<file path="src/rtl/axis_packet_distributor.sv">
// Round-robin AXI-Stream packet distributor: whole packets to enabled outputs, PKTS_PER_OUTPUT per turn.
// Define AXIS_PACKET_DISTRIBUTOR_PKT_COUNT_EN to add per-output packet counters on pkt_count.
module axis_packet_distributor #(
    parameter int  AXIS_BYTES        = 1,
    parameter int  AXIS_USER_BITS    = 1,
    parameter int  NUM_SLAVE_STREAMS = 2,
    parameter int  PKTS_PER_OUTPUT   = 1,
    localparam int DEST_BITS         = (NUM_SLAVE_STREAMS == 1) ? 1 : $clog2(NUM_SLAVE_STREAMS)
) (
    input  logic                                            clk,
    input  logic                                            sresetn,
    input  logic                                            axis_i_tvalid,
    output logic                                            axis_i_tready,
    input  logic                                            axis_i_tlast,
    input  logic [AXIS_BYTES*8-1:0]                         axis_i_tdata,
    input  logic [AXIS_BYTES-1:0]                           axis_i_tkeep,
    input  logic [AXIS_USER_BITS-1:0]                       axis_i_tuser,
    output logic [NUM_SLAVE_STREAMS-1:0]                    axis_o_tvalid,
    input  logic [NUM_SLAVE_STREAMS-1:0]                    axis_o_tready,
    output logic [NUM_SLAVE_STREAMS-1:0]                    axis_o_tlast,
    output logic [NUM_SLAVE_STREAMS*AXIS_BYTES*8-1:0]       axis_o_tdata,
    output logic [NUM_SLAVE_STREAMS*AXIS_BYTES-1:0]         axis_o_tkeep,
    output logic [NUM_SLAVE_STREAMS*AXIS_USER_BITS-1:0]     axis_o_tuser,
    input  logic [NUM_SLAVE_STREAMS-1:0]                    en_mask,
    output logic [DEST_BITS-1:0]                            cur_dest,
    output logic                                            busy
`ifdef AXIS_PACKET_DISTRIBUTOR_PKT_COUNT_EN
    ,
    output logic [NUM_SLAVE_STREAMS*32-1:0]                 pkt_count
`endif
);

    localparam int N = NUM_SLAVE_STREAMS;

    typedef enum logic [0:0] {
        ST_IDLE = 1'b0,
        ST_PKT  = 1'b1
    } state_t;

    state_t               state_r;
    logic [DEST_BITS-1:0] ptr_r;
    logic [DEST_BITS-1:0] dest_r;
    logic [7:0]           burst_cnt_r;

    logic [2*N-1:0]       en_dbl_s;
    logic [N-1:0]         en_rot_s;
    logic [DEST_BITS:0]   ofs_s;
    logic [DEST_BITS:0]   sum_s;
    logic                 sel_valid_s;
    logic [DEST_BITS-1:0] sel_s;
    logic [DEST_BITS-1:0] dest_s;
    logic [DEST_BITS-1:0] next_ptr_s;
    logic                 active_s;
    logic                 ready_s;
    logic                 hs_s;
    logic [7:0]           burst_eff_s;
    logic                 burst_last_s;

    // Rotating the doubled mask by ptr_r turns the wrap-around search into a lowest-set-bit search.
    assign en_dbl_s = {en_mask, en_mask} >> ptr_r;
    assign en_rot_s = en_dbl_s[N-1:0];

    // Selection: first enabled output at or after the pointer, wrapping modulo N.
    always_comb begin
        ofs_s       = '0;
        sel_valid_s = 1'b0;
        for (int i = N - 1; i >= 0; i--) begin
            if (en_rot_s[i]) begin
                ofs_s       = (DEST_BITS+1)'(i);
                sel_valid_s = 1'b1;
            end else begin
                ofs_s       = ofs_s;
            end
        end
        sum_s = {1'b0, ptr_r} + ofs_s;
        if (sum_s >= (DEST_BITS+1)'(N)) begin
            sel_s = DEST_BITS'(sum_s - (DEST_BITS+1)'(N));
        end else begin
            sel_s = sum_s[DEST_BITS-1:0];
        end
    end

    assign dest_s   = (state_r == ST_PKT) ? dest_r : sel_s;
    assign active_s = (state_r == ST_PKT) || sel_valid_s;

    // Steer valid to the chosen output and return that output's ready.
    always_comb begin
        axis_o_tvalid = '0;
        ready_s       = 1'b0;
        for (int i = 0; i < N; i++) begin
            if (active_s && (dest_s == DEST_BITS'(i))) begin
                axis_o_tvalid[i] = axis_i_tvalid;
                ready_s          = axis_o_tready[i];
            end else begin
                axis_o_tvalid[i] = 1'b0;
            end
        end
    end

    assign axis_i_tready = ready_s;
    assign hs_s          = axis_i_tvalid & ready_s;
    assign axis_o_tlast  = {N{axis_i_tlast}};
    assign axis_o_tdata  = {N{axis_i_tdata}};
    assign axis_o_tkeep  = {N{axis_i_tkeep}};
    assign axis_o_tuser  = {N{axis_i_tuser}};
    assign cur_dest      = dest_s;
    assign busy          = (state_r == ST_PKT);

    // A packet that starts anywhere other than ptr_r (pointer skipped a disabled output) opens a fresh burst.
    assign burst_eff_s  = ((state_r == ST_IDLE) && (sel_s != ptr_r)) ? 8'd0 : burst_cnt_r;
    assign burst_last_s = (burst_eff_s == 8'(PKTS_PER_OUTPUT - 1));
    assign next_ptr_s   = (dest_s == DEST_BITS'(N - 1)) ? '0 : dest_s + DEST_BITS'(1);

    // Packet lock state machine plus round-robin pointer and burst bookkeeping.
    always_ff @(posedge clk) begin
        if (!sresetn) begin
            state_r     <= ST_IDLE;
            ptr_r       <= '0;
            dest_r      <= '0;
            burst_cnt_r <= 8'd0;
        end else if (hs_s) begin
            case (state_r)
                ST_IDLE: begin
                    if (!axis_i_tlast) begin
                        state_r <= ST_PKT;
                        dest_r  <= sel_s;
                    end else begin
                        state_r <= ST_IDLE;
                    end
                end
                ST_PKT: begin
                    if (axis_i_tlast) begin
                        state_r <= ST_IDLE;
                    end else begin
                        state_r <= ST_PKT;
                    end
                end
                default: state_r <= ST_IDLE;
            endcase
            if (axis_i_tlast) begin
                if (burst_last_s) begin
                    ptr_r       <= next_ptr_s;
                    burst_cnt_r <= 8'd0;
                end else begin
                    ptr_r       <= dest_s;
                    burst_cnt_r <= burst_eff_s + 8'd1;
                end
            end else begin
                burst_cnt_r <= burst_eff_s;
            end
        end else begin
            state_r <= state_r;
        end
    end

`ifdef AXIS_PACKET_DISTRIBUTOR_PKT_COUNT_EN
    logic [31:0] pkt_cnt_r [N];

    // Per-output completed-packet counters, wrapping naturally at 2^32.
    always_ff @(posedge clk) begin
        for (int i = 0; i < N; i++) begin
            if (!sresetn) begin
                pkt_cnt_r[i] <= 32'd0;
            end else if (hs_s && axis_i_tlast && (dest_s == DEST_BITS'(i))) begin
                pkt_cnt_r[i] <= pkt_cnt_r[i] + 32'd1;
            end else begin
                pkt_cnt_r[i] <= pkt_cnt_r[i];
            end
        end
    end

    for (genvar g = 0; g < N; g++) begin : g_cnt
        assign pkt_count[g*32 +: 32] = pkt_cnt_r[g];
    end
`endif

endmodule

</file>
<file path="config.mk">
export PLATFORM = sky130hd
export DESIGN_NAME = axis_packet_distributor
export DESIGN_NICKNAME = d
export VERILOG_FILES = /design/src/rtl/axis_packet_distributor.sv
export SDC_FILE = /design/constraint.sdc
export NUM_CORES = 1
export LEC_CHECK = 0
export CORE_MARGIN = 1.5
export CORE_UTILIZATION = 41
export DETAILED_ROUTE_END_ITERATION = 8
export HOLD_SLACK_MARGIN = 0.1
export PLACE_DENSITY = 0.9
export SKIP_CTS_REPAIR_TIMING = 1
export SYNTH_ARGS = -nofsm -noshare
export SYNTH_HDL_FRONTEND = slang
export SYNTH_SLANG_ARGS = --single-unit
</file>
<file path="constraint.sdc">
create_clock -name clk -period 2.88 [get_ports clk]
set_clock_uncertainty 0.05 [all_clocks]
set_input_delay 0.864 -clock clk [delete_from_list [all_inputs] [get_ports clk]]
set_output_delay 0.864 -clock clk [all_outputs]
set_load 0.01 [all_outputs]
</file>
Yosys cells after proc, flatten, opt, wreduce, memory -nomap -nowiden
Index checks and enable logic that the tools add are counted.
{"block": "totals", "reg_bits": 11, "input_bits": 18, "word_cells": 38}
{"block": "classes", "add_sub_neg": 4, "n_lt_le_gt_ge": 1, "eq_ne": 1, "n_shift": 1, "n_mux": 16, "bitwise": 4, "reduce_logical": 7}
{"operator": "8-bit two-way mux", "n": 3}
{"operator": "1-bit two-way mux", "n": 13}
{"operator": "8-bit by 1-bit adder with 8-bit output, second input constant", "n": 1}
{"operator": "8-bit zero test", "n": 1}
{"operator": "4-bit by 1-bit >> shifter with 2-bit output", "n": 1}
{"operator": "1-bit logical AND", "n": 3}
{"operator": "1-bit NOT", "n": 3}
{"operator": "3-bit AND reduction", "n": 1}
{"operator": "1-bit by 1-bit adder with 2-bit output", "n": 1}
{"operator": "2-bit greater-or-equal comparator, second input constant", "n": 1}
{"operator": "2-bit AND reduction", "n": 1}
{"operator": "1-bit adder, second input constant", "n": 1}
{"operator": "1-bit AND", "n": 1}
{"operator": "1-bit logical OR", "n": 1}
{"operator": "1-bit != test", "n": 1}
{"operator": "1-bit subtractor, second input constant", "n": 1}

Longest topological paths before layout
{"block": "depth", "depth_word": 13, "mapped_depth": 7, "ltp_nobuf": 5}

Worst setup path after synthesis
No wires, ideal clock.
{"block": "synth_timing", "path_type": "input-to-output", "from": "in en_mask[1]", "to": "out axis_o_tvalid[1]", "arrival_ns": 1.809, "required_ns": 1.966, "setup_slack_ns": 0.157, "stages": 4, "cell_sequence": "nor2b_2 > a21oi_1 > o21ai_0 > and2_1"}
{"block": "synth_between", "elab_chain_cells": 9, "word_cells_on_any_way": 13, "classes_between": "add/sub (2); order compare (1); shift (1); mux (7); reduce/logical (2)"}
{"item": "from (decl)", "line": "24", "rtl": "input logic [NUM_SLAVE_STREAMS-1:0] en_mask,"}
{"item": "4-bit by 1-bit >> shifter with 2-bit output *", "line": "60", "rtl": "assign en_dbl_s = {en_mask, en_mask} >> ptr_r;"}
{"item": "1-bit two-way mux", "line": "68", "rtl": "if (en_rot_s[i]) begin"}
{"item": "1-bit two-way mux *", "line": "68"}
{"item": "1-bit by 1-bit adder with 2-bit output *", "line": "75", "rtl": "sum_s = {1'b0, ptr_r} + ofs_s;"}
{"item": "2-bit greater-or-equal comparator or 1-bit subtractor (tied branches)", "line": "76, 77"}
{"item": "1-bit two-way mux *", "line": "76", "rtl": "if (sum_s >= (DEST_BITS+1)'(N)) begin"}
{"item": "1-bit two-way mux *", "line": "83", "rtl": "assign dest_s = (state_r == ST_PKT) ? dest_r : sel_s;"}
{"item": "via cur_dest", "line": "25", "rtl": "output logic [DEST_BITS-1:0] cur_dest,"}
{"item": "1-bit logical AND *", "line": "91", "rtl": "if (active_s && (dest_s == DEST_BITS'(i))) begin"}
{"item": "1-bit two-way mux *", "line": "91"}
{"item": "to (decl)", "line": "18", "rtl": "output logic [NUM_SLAVE_STREAMS-1:0] axis_o_tvalid,"}
Mark *: on every way through the listed nets, which the timed path passes. The rest lies on a longest branch.

Final worst setup path
{"block": "layout_timing", "from": "in axis_i_tlast", "to": "out axis_o_tlast[0]"}
{"item": "from (decl)", "line": "14", "rtl": "input logic axis_i_tlast,"}
{"item": "to (decl)", "line": "20", "rtl": "output logic [NUM_SLAVE_STREAMS-1:0] axis_o_tlast,"}
No word-level cell between the ends.

==> flow_summary_export.csv <==
group,metric,value,unit
clock_network,clk_transition_reported_paths,0.07,ns
setup_path,cp_slowest_stage_delay,0.55,ns
die,die_w,52.20,µm
setup_path,crit_family,"buffers and inverters",
placement,postPlaceCellArea,1084,µm²
detailed_routing,antenna_left,0,
sta,timing.final.crit_share,0.9821,
sta,worst_pin_slew,0.3586,ns
grt,track_usage,0.1799,
setup_path,endpoint_kind,"output port",
synth,synth_nets,141,
setup_path,reg2reg_to,"burst_cnt_r[5]",
placement,globalplace.congestion,0.8391,
detailed_routing,wl_per_cell,15.04,µm
grt,grt-ovfl-total,0,
sta,finalHoldViolCount,0,
die,pin_count,45,
final_layout,finalNonFillerCells,160,
clock_network,htreeDepth,1,
synth,synth_edf_count,0,
clock_network,clk_latency,0.28,ns
setup_path,path_max_fanout,3,
final_layout,stdcell_area,1141,µm²
detailed_routing,drc,0,
sta,post-route-min-period,2.829,ns
detailed_routing,viasPerCell,6.081,
clock_network,cts_tree,"built",
placement,dpl_worst_slack,-0.6187,ns
grt,grt_pass1_wl,3663,µm
die,start_util,0.4401,
clock_network,clock-sinks,11,
clock_network,cts.path.max_buffers,2,
status,status,"finished clean",
final_layout,num-fill-cells,195,
synth,async_flop_share,0,
setup_path,cp_slowest_cell,"clkdlybuf4s50_1",
final_layout,area_growth,15.01,%
grt,antenna_found_initial,0,
grt,grt_max_degree,13,
setup_path,ff2ff_path_depth,6,
detailed_routing,drt-initial-drc-count,27,
synth,syn_avg_cell_area,8.067,µm²
min_path,min_from,"burst_cnt_r[7]",
placement,portBuffers,14,
sta,rsz0062_at_grt,"no",
final_layout,multiInputGateArea,564.3,µm²
min_path,min_delay_worst_endpoint,"burst_cnt_r[7]",
clock_network,cts_inserted_buffers,3,
min_path,hold_class,"register to register",
die,core_area,2255,µm²
sta,final.setup.worst_slack,0.05142,ns
grt,grt_pass1_vias,921,
setup_path,critical_path_required,1.97,ns
sta,drv_slew,0,
setup_path,path_class,"input pin to output port",
synth,synth_cell_types,43,
detailed_routing,wl,2406,µm
setup_path,r2r-start,"dest_r",
power_and_ir_drop,ir_worst_vdd,0.2648,mV
synth,synth-main-ff-cell,"dfxtp_1",
setup_path,critical_path_arrival,1.91,ns
sta,slew_headroom,0.7588,
placement,post-dp-hpwl,1753,µm
power_and_ir_drop,leakage,0.5479,nW
synth,ys_seq_elements,11,
run,cap_violations,0,
setup_path,crit_chain,"clkdlybuf4s50_1 > clkdlybuf4s50_1",
sta,setup_viol,0,
synth,synth_area,992.2,µm²
power_and_ir_drop,power_density,356.8,nW/µm²
placement,place_inst,155,
clock_network,cts_root_buf,"clkbuf_4",
die,dieHeight,52.20,µm
setup_path,r2r_setup_slack,0.99,ns
final_layout,drive_gt1_frac,0.2576,
setup_path,worst-path-buf-inv,2,
final_layout,fin_util,0.5061,
setup_path,startpoint_type,"input pin",
synth,syn_inst,123,
final_layout,fin_nets,151,
final_layout,n_antenna_cell,0,
synth,seq_area_frac_synth,0.2219,
sta,tns,0,ns
final_layout,register_area,220.2,µm²
synth,yosys_warnings,0,
min_path,min_path_cells,1,
die,design.die.area,2724,µm²
detailed_routing,drt_pass1_iterations,4,
setup_path,path_common_cell,"clkdlybuf4s50_1",
detailed_routing,vias,973,
sta,fmax,0.3535,GHz
die,num_rows,17,
## area by class of cell
cell class | count | share of cell area
flip-flops and latches | 11 | 0.1930
well taps | 28 | 0.03070
multi-input cells | 82 | 0.4945
clock buffers | 4 | 0.02303
inverters | 4 | 0.01316
repair buffers | 31 | 0.2456
## where the power goes
group,internal [W],total [W],switching (W),leakage (nW)
combinational,0.0000681,0.000138,0.0000701,0.444
sequential,0.000155,0.000161,0.00000580,0.0889
clock,0.0000538,0.000108,0.0000546,0.0150
total,0.000277,0.000407,0.000130,0.548
## state kept, by name (all words and copies together), names as in the netlist
signal	cells
ptr_r	1
burst_cnt_r	8
dest_r	1
busy	1
## worst max path at each step
stage	startpoint	endpoint	cells after the start
after detailed placement	en_mask[1]	axis_o_tvalid[0]	7
final	axis_i_tlast	axis_o_tlast[0]	2
after floorplan	en_mask[1]	axis_o_tvalid[1]	4
after global routing	en_mask[1]	axis_o_tvalid[0]	7
after CTS	en_mask[1]	axis_o_tvalid[0]	7
after global placement	axis_o_tready[0]	axis_i_tready	6
## Yosys cell counts, types with 2 or more instances
library cell	count	area share
buf_6	3	0.034
buf_4	22	0.17
a21o_1	3	0.023
nor4_1	5	0.032
a21oi_1	3	0.015
o21ai_0	3	0.015
a31o_2	3	0.026
nor2_1	10	0.038
nand2b_1	4	0.025
nor3_1	3	0.015
nand2_1	12	0.045
a221o_1	3	0.030
and3_1	2	0.013
o211a_1	2	0.020
inv_1	4	0.015
dfxtp_1	11	0.22
a31oi_1	4	0.025
## cell families after synthesis
kind of cell	count (synthesis)	share of synthesized area
and+or+nand+nor	47	0.2560
AOI/OAI and AO/OA	33	0.2812
buffers and inverters	30	0.2207
DFF	11	0.2219
xor gates and xnor gates	1	0.008829
muxes	1	0.01135
## metrics by stage
step / hold WS [ns] / total power [W]
finish: 0.4531 / 0.0004072
global route: 0.4801 / 0.0004278
CTS: 0.4541 / 0.0004075
detailed placement: 0.4350 / 0.0003002
global placement: 0.4251 / 0.0002957
floorplan: 0.4035 / 0.0002697
## worst reg2reg max path, delay by kind of cell, from the launching register on
family	cells	cell delay, ns
AO/OA/AOI/OAI	3	0.69
buffers and inverters	1	0.21
flip-flops	1	0.38
multiplexers	1	0.36
AND/OR/NAND/NOR	1	0.10
## metal layers
metal,track usage,part of all wire,vias up
li1,-,-,452
met1,0.1850,0.39,448
met2,0.3291,0.49,66
met3,0.06000,0.10,7
met4,0.07692,0.013,0
met5,0,0,-
## placed cells by master, fill, tap and decap left out, types with 2 or more instances in the layout
cell type         n
nor3_1            2
clkbuf_4          3
inv_1             4
nor2_1           10
nand2b_1          4
and3_1            2
o21ai_0           2
nand2_1          12
dfxtp_1          11
a31oi_1           4
a21o_1            3
nor4_1            5
a31o_2            3
dlymetal6s2s_1    7
a21oi_1           3
o211a_1           2
buf_4            17
a221o_1           3
clkdlybuf4s50_1   6
No activity file was read; power rests on OpenSTA's default activity.
